===== config.mk =====
export PLATFORM = sky130hd
export DESIGN_NAME = sysctrl_ng_flat
export DESIGN_NICKNAME = d
export VERILOG_FILES = /design/src/rtl/sysctrl_ng_if.sv /design/src/rtl/sysctrl_ng.sv /design/src/flat_wrapper.sv
export SDC_FILE = /design/constraint.sdc
export NUM_CORES = 1
export LEC_CHECK = 0
export BUFFER_PORTS_ARGS = -buffer_cell sky130_fd_sc_hd__buf_2
export CAP_MARGIN = 30
export CORE_MARGIN = 3
export CORE_UTILIZATION = 35
export CTS_CLUSTER_DIAMETER = 200
export DETAILED_ROUTE_END_ITERATION = 8
export RECOVER_POWER = 25
export SLEW_MARGIN = 20
export SYNTH_ARGS = -nofsm -noshare
export SYNTH_HDL_FRONTEND = slang
export SYNTH_SLANG_ARGS = --single-unit

===== constraint.sdc =====
create_clock -name clk -period 4.4 [get_ports clk]
set_input_delay 0.88 -clock clk [delete_from_list [all_inputs] [get_ports clk]]
set_output_delay 0.88 -clock clk [all_outputs]
set_load 0.01 [all_outputs]

===== src/rtl/sysctrl_ng_if.sv =====
// MCU byte link: one strobed command/data byte in, one registered reply byte out.
// No backpressure; the MCU paces strobes at least 2 clk apart.
interface sysctrl_ng_if;
    logic       data_in_strobe;
    logic       data_in_start;
    logic [7:0] data_in;
    logic [7:0] data_out;

    modport master (output data_in_strobe, data_in_start, data_in, input data_out);
    modport slave  (input data_in_strobe, data_in_start, data_in, output data_out);
endinterface


===== src/rtl/sysctrl_ng.sv =====
// System control endpoint: decodes MCU commands into status, config, interrupt, port and menu access.
// Reply and strobes are registered one clk after each data_in_strobe; no backpressure, MCU paces the link.
module sysctrl_ng #(
    parameter logic [7:0] CORE_ID       = 8'h00,
    parameter int         NUM_PORTS     = 1,
    parameter int         NUM_BUTTONS   = 2,
    parameter int         CFG_WORDS     = 64,
    parameter int         RESET_TIMEOUT = 80_000_000,
    parameter int         MENU_AW       = 12
) (
    input  logic                    clk,
    input  logic                    reset_n,
    sysctrl_ng_if.slave             mcu,
    output logic                    int_out_n,
    input  logic [7:0]              int_in,
    output logic [7:0]              int_ack,
    input  logic [NUM_BUTTONS-1:0]  buttons,
    output logic [1:0]              leds,
    output logic [23:0]             color,
    output logic [1:0]              main_reset,
    output logic [8*CFG_WORDS-1:0]  cfg,
    output logic                    cfg_wr,
    output logic [7:0]              cfg_idx,
    input  logic [32*NUM_PORTS-1:0] port_status,
    input  logic [8*NUM_PORTS-1:0]  port_out_available,
    input  logic [8*NUM_PORTS-1:0]  port_out_data,
    output logic [NUM_PORTS-1:0]    port_out_strobe,
    input  logic [8*NUM_PORTS-1:0]  port_in_available,
    output logic [NUM_PORTS-1:0]    port_in_strobe,
    output logic [7:0]              port_in_data,
    output logic [MENU_AW-1:0]      menu_addr,
    input  logic [7:0]              menu_data
);
    logic [7:0]             cmd, id, sub, idx;
    logic [3:0]             state;
    logic [31:0]            tmo;
    logic                   coldboot, sys_int, btn_irq_en;
    logic [NUM_BUTTONS-1:0] btn_m, btn_s, btn_d;
    logic [NUM_PORTS-1:0]   avail_now, avail_prev, idx_hot;
    logic [7:0]             sel_avo, sel_avi, sel_od;
    logic [31:0]            sel_st;
    logic                   idx_ok, btn_irq, sys_set, sys_int_nxt, any_avail;
    logic                   unused_int0;

    assign unused_int0 = int_in[0];

    function automatic logic [7:0] rev8(input logic [7:0] x);
        logic [7:0] r;
        for (int i = 0; i < 8; i++) r[i] = x[7-i];
        return r;
    endfunction

    function automatic logic cfg_hit(input logic [7:0] x);
        return (x >= 8'h20) && ({24'b0, x} < 32'(32 + CFG_WORDS));
    endfunction

    always_comb begin
        avail_now = '0;
        idx_hot   = '0;
        sel_avo   = '0;
        sel_avi   = '0;
        sel_od    = '0;
        sel_st    = '0;
        for (int p = 0; p < NUM_PORTS; p++) begin
            avail_now[p] = |port_out_available[8*p +: 8];
            if (idx == 8'(p)) begin
                idx_hot[p] = 1'b1;
                sel_avo    = port_out_available[8*p +: 8];
                sel_avi    = port_in_available[8*p +: 8];
                sel_od     = port_out_data[8*p +: 8];
                sel_st     = port_status[32*p +: 32];
            end
        end
    end

    // A set request on the same cycle as an int_ack[0] clear keeps sys_int high.
    assign idx_ok      = {24'b0, idx} < 32'(NUM_PORTS);
    assign any_avail   = |avail_now;
    assign btn_irq     = (btn_s != btn_d) && btn_irq_en;
    assign sys_set     = btn_irq || (|(avail_now & ~avail_prev));
    assign sys_int_nxt = sys_set ? 1'b1 : (int_ack[0] ? 1'b0 : sys_int);

    always_ff @(posedge clk or negedge reset_n) begin
        if (!reset_n) begin
            main_reset      <= 2'd3;
            tmo             <= 32'(RESET_TIMEOUT);
            leds            <= '0;
            color           <= '0;
            mcu.data_out    <= '0;
            cfg             <= '0;
            cfg_wr          <= 1'b0;
            cfg_idx         <= '0;
            int_ack         <= '0;
            port_out_strobe <= '0;
            port_in_strobe  <= '0;
            port_in_data    <= '0;
            coldboot        <= 1'b1;
            sys_int         <= 1'b1;
            int_out_n       <= 1'b0;
            btn_irq_en      <= 1'b1;
            state           <= '0;
            menu_addr       <= '0;
            cmd             <= '0;
            id              <= '0;
            sub             <= '0;
            idx             <= '0;
            btn_m           <= '0;
            btn_s           <= '0;
            btn_d           <= '0;
            avail_prev      <= '0;
        end else begin
            btn_m           <= buttons;
            btn_s           <= btn_m;
            btn_d           <= btn_s;
            avail_prev      <= avail_now;
            sys_int         <= sys_int_nxt;
            int_out_n       <= !(sys_int_nxt || (|int_in[7:1]));
            cfg_wr          <= 1'b0;
            int_ack         <= '0;
            port_out_strobe <= '0;
            port_in_strobe  <= '0;

            if (tmo != 32'd0) begin
                tmo <= tmo - 32'd1;
                if (tmo == 32'd1) main_reset <= 2'd0;
            end

            if (mcu.data_in_strobe && mcu.data_in_start) begin
                cmd          <= mcu.data_in;
                state        <= '0;
                menu_addr    <= '0;
                mcu.data_out <= '0;
            end else if (mcu.data_in_strobe) begin
                if (state != 4'hF) state <= state + 4'd1;
                mcu.data_out <= '0;
                case (cmd)
                    8'h00: case (state)
                        4'd0:    mcu.data_out <= 8'h5C;
                        4'd1:    mcu.data_out <= 8'h42;
                        4'd2:    mcu.data_out <= CORE_ID;
                        default: ;
                    endcase
                    8'h01: if (state == 4'd0) leds <= mcu.data_in[1:0];
                    8'h02: case (state)
                        4'd0:    color[15:8]  <= rev8(mcu.data_in);
                        4'd1:    color[7:0]   <= rev8(mcu.data_in);
                        4'd2:    color[23:16] <= rev8(mcu.data_in);
                        default: ;
                    endcase
                    8'h03: begin
                        mcu.data_out <= 8'(btn_s);
                        btn_irq_en   <= 1'b1;
                    end
                    8'h04: if (state == 4'd0) begin
                        id <= mcu.data_in;
                        if (cfg_hit(mcu.data_in))
                            mcu.data_out <= cfg[8*(int'(mcu.data_in) - 32) +: 8];
                    end else if (state == 4'd1) begin
                        // 'R' drives the core reset and is never stored as a config word.
                        if (id == 8'h52) begin
                            main_reset <= mcu.data_in[1:0];
                            tmo        <= '0;
                        end else if (cfg_hit(id)) begin
                            cfg[8*(int'(id) - 32) +: 8] <= mcu.data_in;
                            cfg_wr  <= 1'b1;
                            cfg_idx <= id;
                        end
                    end
                    8'h05: begin
                        mcu.data_out <= {int_in[7:1], sys_int};
                        if (state == 4'd0) int_ack <= mcu.data_in;
                    end
                    8'h06: begin
                        mcu.data_out <= {5'b0, !btn_irq_en, any_avail, coldboot};
                        if (state == 4'd0) coldboot <= 1'b0;
                    end
                    8'h07: if (state == 4'd0) begin
                        sub          <= mcu.data_in;
                        mcu.data_out <= 8'(NUM_PORTS);
                    end else if (state == 4'd1) begin
                        idx          <= mcu.data_in;
                        mcu.data_out <= ({24'b0, mcu.data_in} < 32'(NUM_PORTS)) ? 8'h00 : 8'hFF;
                    end else if (idx_ok) begin
                        case (sub)
                            8'd0: case (state)
                                4'd2:    mcu.data_out <= sel_avo;
                                4'd3:    mcu.data_out <= sel_avi;
                                4'd4:    mcu.data_out <= sel_st[31:24];
                                4'd5:    mcu.data_out <= sel_st[23:16];
                                4'd6:    mcu.data_out <= sel_st[15:8];
                                4'd7:    mcu.data_out <= sel_st[7:0];
                                default: ;
                            endcase
                            8'd1: begin
                                mcu.data_out    <= sel_od;
                                port_out_strobe <= idx_hot & {NUM_PORTS{mcu.data_in[0]}};
                            end
                            8'd2: begin
                                port_in_data   <= mcu.data_in;
                                port_in_strobe <= idx_hot;
                            end
                            default: ;
                        endcase
                    end
                    8'h08: begin
                        mcu.data_out <= menu_data;
                        menu_addr    <= menu_addr + 1'b1;
                    end
                    default: ;
                endcase
            end

            if (btn_irq) btn_irq_en <= 1'b0;
        end
    end
endmodule


===== src/flat_wrapper.sv =====
// flat-port wrapper written by rule: the top's interface ports become plain ports
module sysctrl_ng_flat 
#(
    parameter logic [7:0] CORE_ID       = 8'h00,
    parameter int         NUM_PORTS     = 1,
    parameter int         NUM_BUTTONS   = 2,
    parameter int         CFG_WORDS     = 64,
    parameter int         RESET_TIMEOUT = 80_000_000,
    parameter int         MENU_AW       = 12
)
  (clk, reset_n, int_out_n, int_in, int_ack, buttons, leds, color, main_reset, cfg, cfg_wr, cfg_idx, port_status, port_out_available, port_out_data, port_out_strobe, port_in_available, port_in_strobe, port_in_data, menu_addr, menu_data, mcu_data_in_strobe, mcu_data_in_start, mcu_data_in, mcu_data_out);
  sysctrl_ng_if mcu_i ();
  input  logic clk;
  input  logic reset_n;
  output logic int_out_n;
  input  logic [7:0] int_in;
  output logic [7:0] int_ack;
  input  logic [NUM_BUTTONS-1:0] buttons;
  output logic [1:0] leds;
  output logic [23:0] color;
  output logic [1:0] main_reset;
  output logic [8*CFG_WORDS-1:0] cfg;
  output logic cfg_wr;
  output logic [7:0] cfg_idx;
  input  logic [32*NUM_PORTS-1:0] port_status;
  input  logic [8*NUM_PORTS-1:0] port_out_available;
  input  logic [8*NUM_PORTS-1:0] port_out_data;
  output logic [NUM_PORTS-1:0] port_out_strobe;
  input  logic [8*NUM_PORTS-1:0] port_in_available;
  output logic [NUM_PORTS-1:0] port_in_strobe;
  output logic [7:0] port_in_data;
  output logic [MENU_AW-1:0] menu_addr;
  input  logic [7:0] menu_data;
  input wire logic [$bits(mcu_i.data_in_strobe)-1:0] mcu_data_in_strobe;
  input wire logic [$bits(mcu_i.data_in_start)-1:0] mcu_data_in_start;
  input wire logic [$bits(mcu_i.data_in)-1:0] mcu_data_in;
  output wire logic [$bits(mcu_i.data_out)-1:0] mcu_data_out;
  assign mcu_i.data_in_strobe = mcu_data_in_strobe;
  assign mcu_i.data_in_start = mcu_data_in_start;
  assign mcu_i.data_in = mcu_data_in;
  assign mcu_data_out = mcu_i.data_out;
  sysctrl_ng #(.CORE_ID(CORE_ID), .NUM_PORTS(NUM_PORTS), .NUM_BUTTONS(NUM_BUTTONS), .CFG_WORDS(CFG_WORDS), .RESET_TIMEOUT(RESET_TIMEOUT), .MENU_AW(MENU_AW)) u_core (.clk(clk), .reset_n(reset_n), .mcu(mcu_i), .int_out_n(int_out_n), .int_in(int_in), .int_ack(int_ack), .buttons(buttons), .leds(leds), .color(color), .main_reset(main_reset), .cfg(cfg), .cfg_wr(cfg_wr), .cfg_idx(cfg_idx), .port_status(port_status), .port_out_available(port_out_available), .port_out_data(port_out_data), .port_out_strobe(port_out_strobe), .port_in_available(port_in_available), .port_in_strobe(port_in_strobe), .port_in_data(port_in_data), .menu_addr(menu_addr), .menu_data(menu_data));
endmodule

==> metrics.cfg <==
[synthesis]
syn_avg_cell_area_um2=9.95
seq_area_frac_synth=0.499
ys_warn_count=0
syn_nets=3466
synth_edf_count=0
async_flop_share=1.00
syn_inst=3358
synth_seq_cells=666
synthFlopType=dfrtp_1
mappedNetlistArea_um2=33400
synth_cell_types=87

[critical_path]
worst_setup_path_start_kind=register
worstSetupPathType=reg2reg
crit_arrival_ns=4.63
crit_fanout=32
crit_required_ns=4.93
crit_path_end_kind=register

[placed_design]
port_buffers=672
placed_area_um2=38400
dp_slack_ns=0.322
dp_hpwl_um=120000
gp_congestion=0.978

[route]
drt-total-wl_um=164000
top_layer=met5
wl_per_cell_um=31.0
routed_via_density=6.12
dr_wl_met2_um=73900
drtIter0Drc=3847
wirelength_met1_um=63300
ant_nets=0
first_pass_iters=6
wl_met3_um=19000
drc=0
vias=32475

[cells_and_area]
nNetsFinal=4098
areaGrowthSynthToFinish_pct=22.8
stdcell_area_um2=41100
fill_cells=9228
layout-drive-gt1-share=0.290

[sta]
setup_violations=0
post-route-period-util=0.933
maxSlewHeadroom=-0.389
layout_setup_ws_ns=0.296
tns_ns=0
skew_ns=0.0383
worstMarginPinSlew_ns=2.08
min_period_ns=4.10
slew_violations=434
max_freq_ghz=0.244
hold_violations=0
rsz0062_at_grt=no

[global_routing]
grt_max_degree=96
gr-total-overflow=0
grt_pass1_wl_um=232000
grt_pass1_vias=30987
antenna_found_initial=8
grt_usage=0.323

[clocking]
clock_path_buffers=3
cts-root-buf=clkbuf_16
path_clk_slew_ns=0.06
postCtsSetupBuffers=0
cts_resized=0
cts-hold-fix-buffers=0
clock_sinks=666
htreeDepth=3
cts_buffers=79
cts_tree=built
clk_latency_ns=0.68

[floorplanning]
initial_core_util=0.355
top_level_ports=674
die_w_um=315
dieArea_um2=99200
die_height_um=315
row_count=112
core_um2=94000

[power_and_ir_drop]
power.density_nw_per_um2=371
power_leakage_uw=0.0185
max-vdd-ir-drop_v=0.000280

[flow_run]
maxCapViolCount=7

[outcome]
status=finished with violations
violations=max-capacitance violations, max-slew violations

[hold_path]
hold_path_class=in2reg

## cell usage after synthesis, types with 10 or more instances
library cell / number / area (µm²)
nor2b_1: 23 / 144
o21ai_2: 14 / 123
xor2_1: 27 / 236
nand2b_1: 12 / 75.1
nand2_1: 468 / 1760
o211ai_1: 16 / 120
a21oi_1: 32 / 160
xnor2_1: 10 / 87.6
mux4_2: 108 / 2430
clkbuf_1: 151 / 567
o21ai_1: 623 / 3120
a221oi_1: 28 / 245
a31oi_1: 14 / 87.6
a22oi_1: 29 / 218
nand3_1: 43 / 215
dfrtp_1: 653 / 16300
nand4_1: 20 / 125
buf_2: 39 / 195
ha_1: 22 / 275
inv_1: 29 / 109
nor3_1: 34 / 170
mux2_2: 45 / 507
buf_1: 22 / 82.6
buf_6: 35 / 394
o21ai_0: 441 / 2210
or3_1: 13 / 81.3
and3_1: 20 / 125
dfstp_2: 13 / 342
nor4_1: 21 / 131
mux2i_1: 75 / 751
nor2_1: 112 / 420
## final cells by class
type                       count  area (µm²)  area share
clock inverter                33         437      0.0106
antenna                        1        2.50   0.0000610
sequential                   666       16700       0.406
multi-input combinational   2408       15400       0.376
timing repair buffer         803        4510       0.110
tap                         1254        1570      0.0382
inverter                      32         120     0.00293
clock buffer                 113        2300      0.0559
## metal layers
metal	global-route usage	up-vias
li1	-	13563
met1	0.424	16483
met2	0.495	2072
met3	0.0935	351
met4	0.141	6
met5	0	-
## final timing paths
check,from,to,slack [ns],depth (start not counted)
worst max register to register,u_core.id[6]$_DFFE_PN0P_,u_core.cfg[130]$_DFFE_PN0P_,0.30,14
min in group asynchronous,reset_n,u_core.cfg[139]$_DFFE_PN0P_,0.78,1
worst min register to register,u_core.btn_m[0]$_DFF_PN0_,u_core.btn_s[0]$_DFF_PN0_,0.35,0
worst max-delay path,u_core.id[6]$_DFFE_PN0P_,u_core.cfg[130]$_DFFE_PN0P_,0.30,14
max in group asynchronous,reset_n,u_core.cfg[115]$_DFFE_PN0P_,0.66,2
worst min-delay path,buttons[0],u_core.btn_m[0]$_DFF_PN0_,0.34,1
## state kept, by name, indices dropped and copies added, names as in the netlist, 4 cells and up
name,count
u_core.cfg,512
u_core.tmo,32
u_core.color,24
u_core.menu_addr,12
u_core.cfg_idx,8
u_core.cmd,8
u_core.id,8
u_core.idx,8
u_core.int_ack,8
u_core.mcu.data_out,8
u_core.port_in_data,8
u_core.sub,8
u_core.state,4
## critical path: stages, from the launching register on
cell and delay (ns):
dfrtp_1 0.42, inv_1 0.11, ha_1 0.20, ha_1 0.44, and2_1 0.24, nand4_1 0.11
ha_1 0.33, nor4_1 0.26, and3_1 0.19, nand4_1 0.09, buf_4 0.22, or3_2 0.76
buf_16 0.28, o21ai_0 0.17, o21ai_0 0.12
## power by group
group / internal, µW / switching, µW / leakage (µW)
Clock: 4030 / 2910 / 0.00134
Sequential: 6180 / 60.9 / 0.00910
Combinational: 556 / 1480 / 0.00804
## through the flow
stage	instances	total power [µW]	utilization	hold WS [ns]
finish	5310	15200	0.437	0.336
global route	5309	15600	0.437	0.313
CTS	5306	15200	0.437	0.213
detailed placement	5160	8360	0.408	0.338
global placement	5154	8330	0.407	0.336
floorplan	3358	7380	-	0.331
## cell families (layout without fill, tap and decap cells)
family                     count (synthesis)  after routing  share of synthesized area
AOI/OAI and AO/OA                       1270           1270                      0.207
and+or+nand+nor                          849            849                      0.122
DFF                                      666            666                      0.499
buffers and inverters                    284            981                     0.0418
muxes                                    228            228                      0.110
xor gates and xnor gates                  39             39                     0.0113
adders and majority gates                 22             22                    0.00824
other                                      0              1                          0
## cells in the final DEF, fill, tap and decap left out, types with 13 or more instances in the layout
cell type,netlist,final
mux2i_1,75,75
nor2_1,112,108
buf_2,39,673
inv_1,29,29
o21ai_0,441,441
o21ai_1,623,623
a31oi_1,14,14
nand2_1,468,468
xor2_1,27,26
nor3_1,34,34
a21oi_1,32,32
a221oi_1,28,28
clkinv_2,0,15
o21ai_2,14,14
nand3_1,43,43
a22oi_1,29,29
nand4_1,20,20
nor4_1,21,20
nor2b_1,23,18
ha_1,22,22
clkbuf_8,0,17
clkbuf_1,151,20
mux2_2,45,45
buf_4,5,106
clkbuf_16,0,80
dfstp_2,13,13
and3_1,20,20
mux4_2,108,108
o211ai_1,16,16
dfrtp_1,653,653
Note: power is estimated with default switching activity, not from simulation.
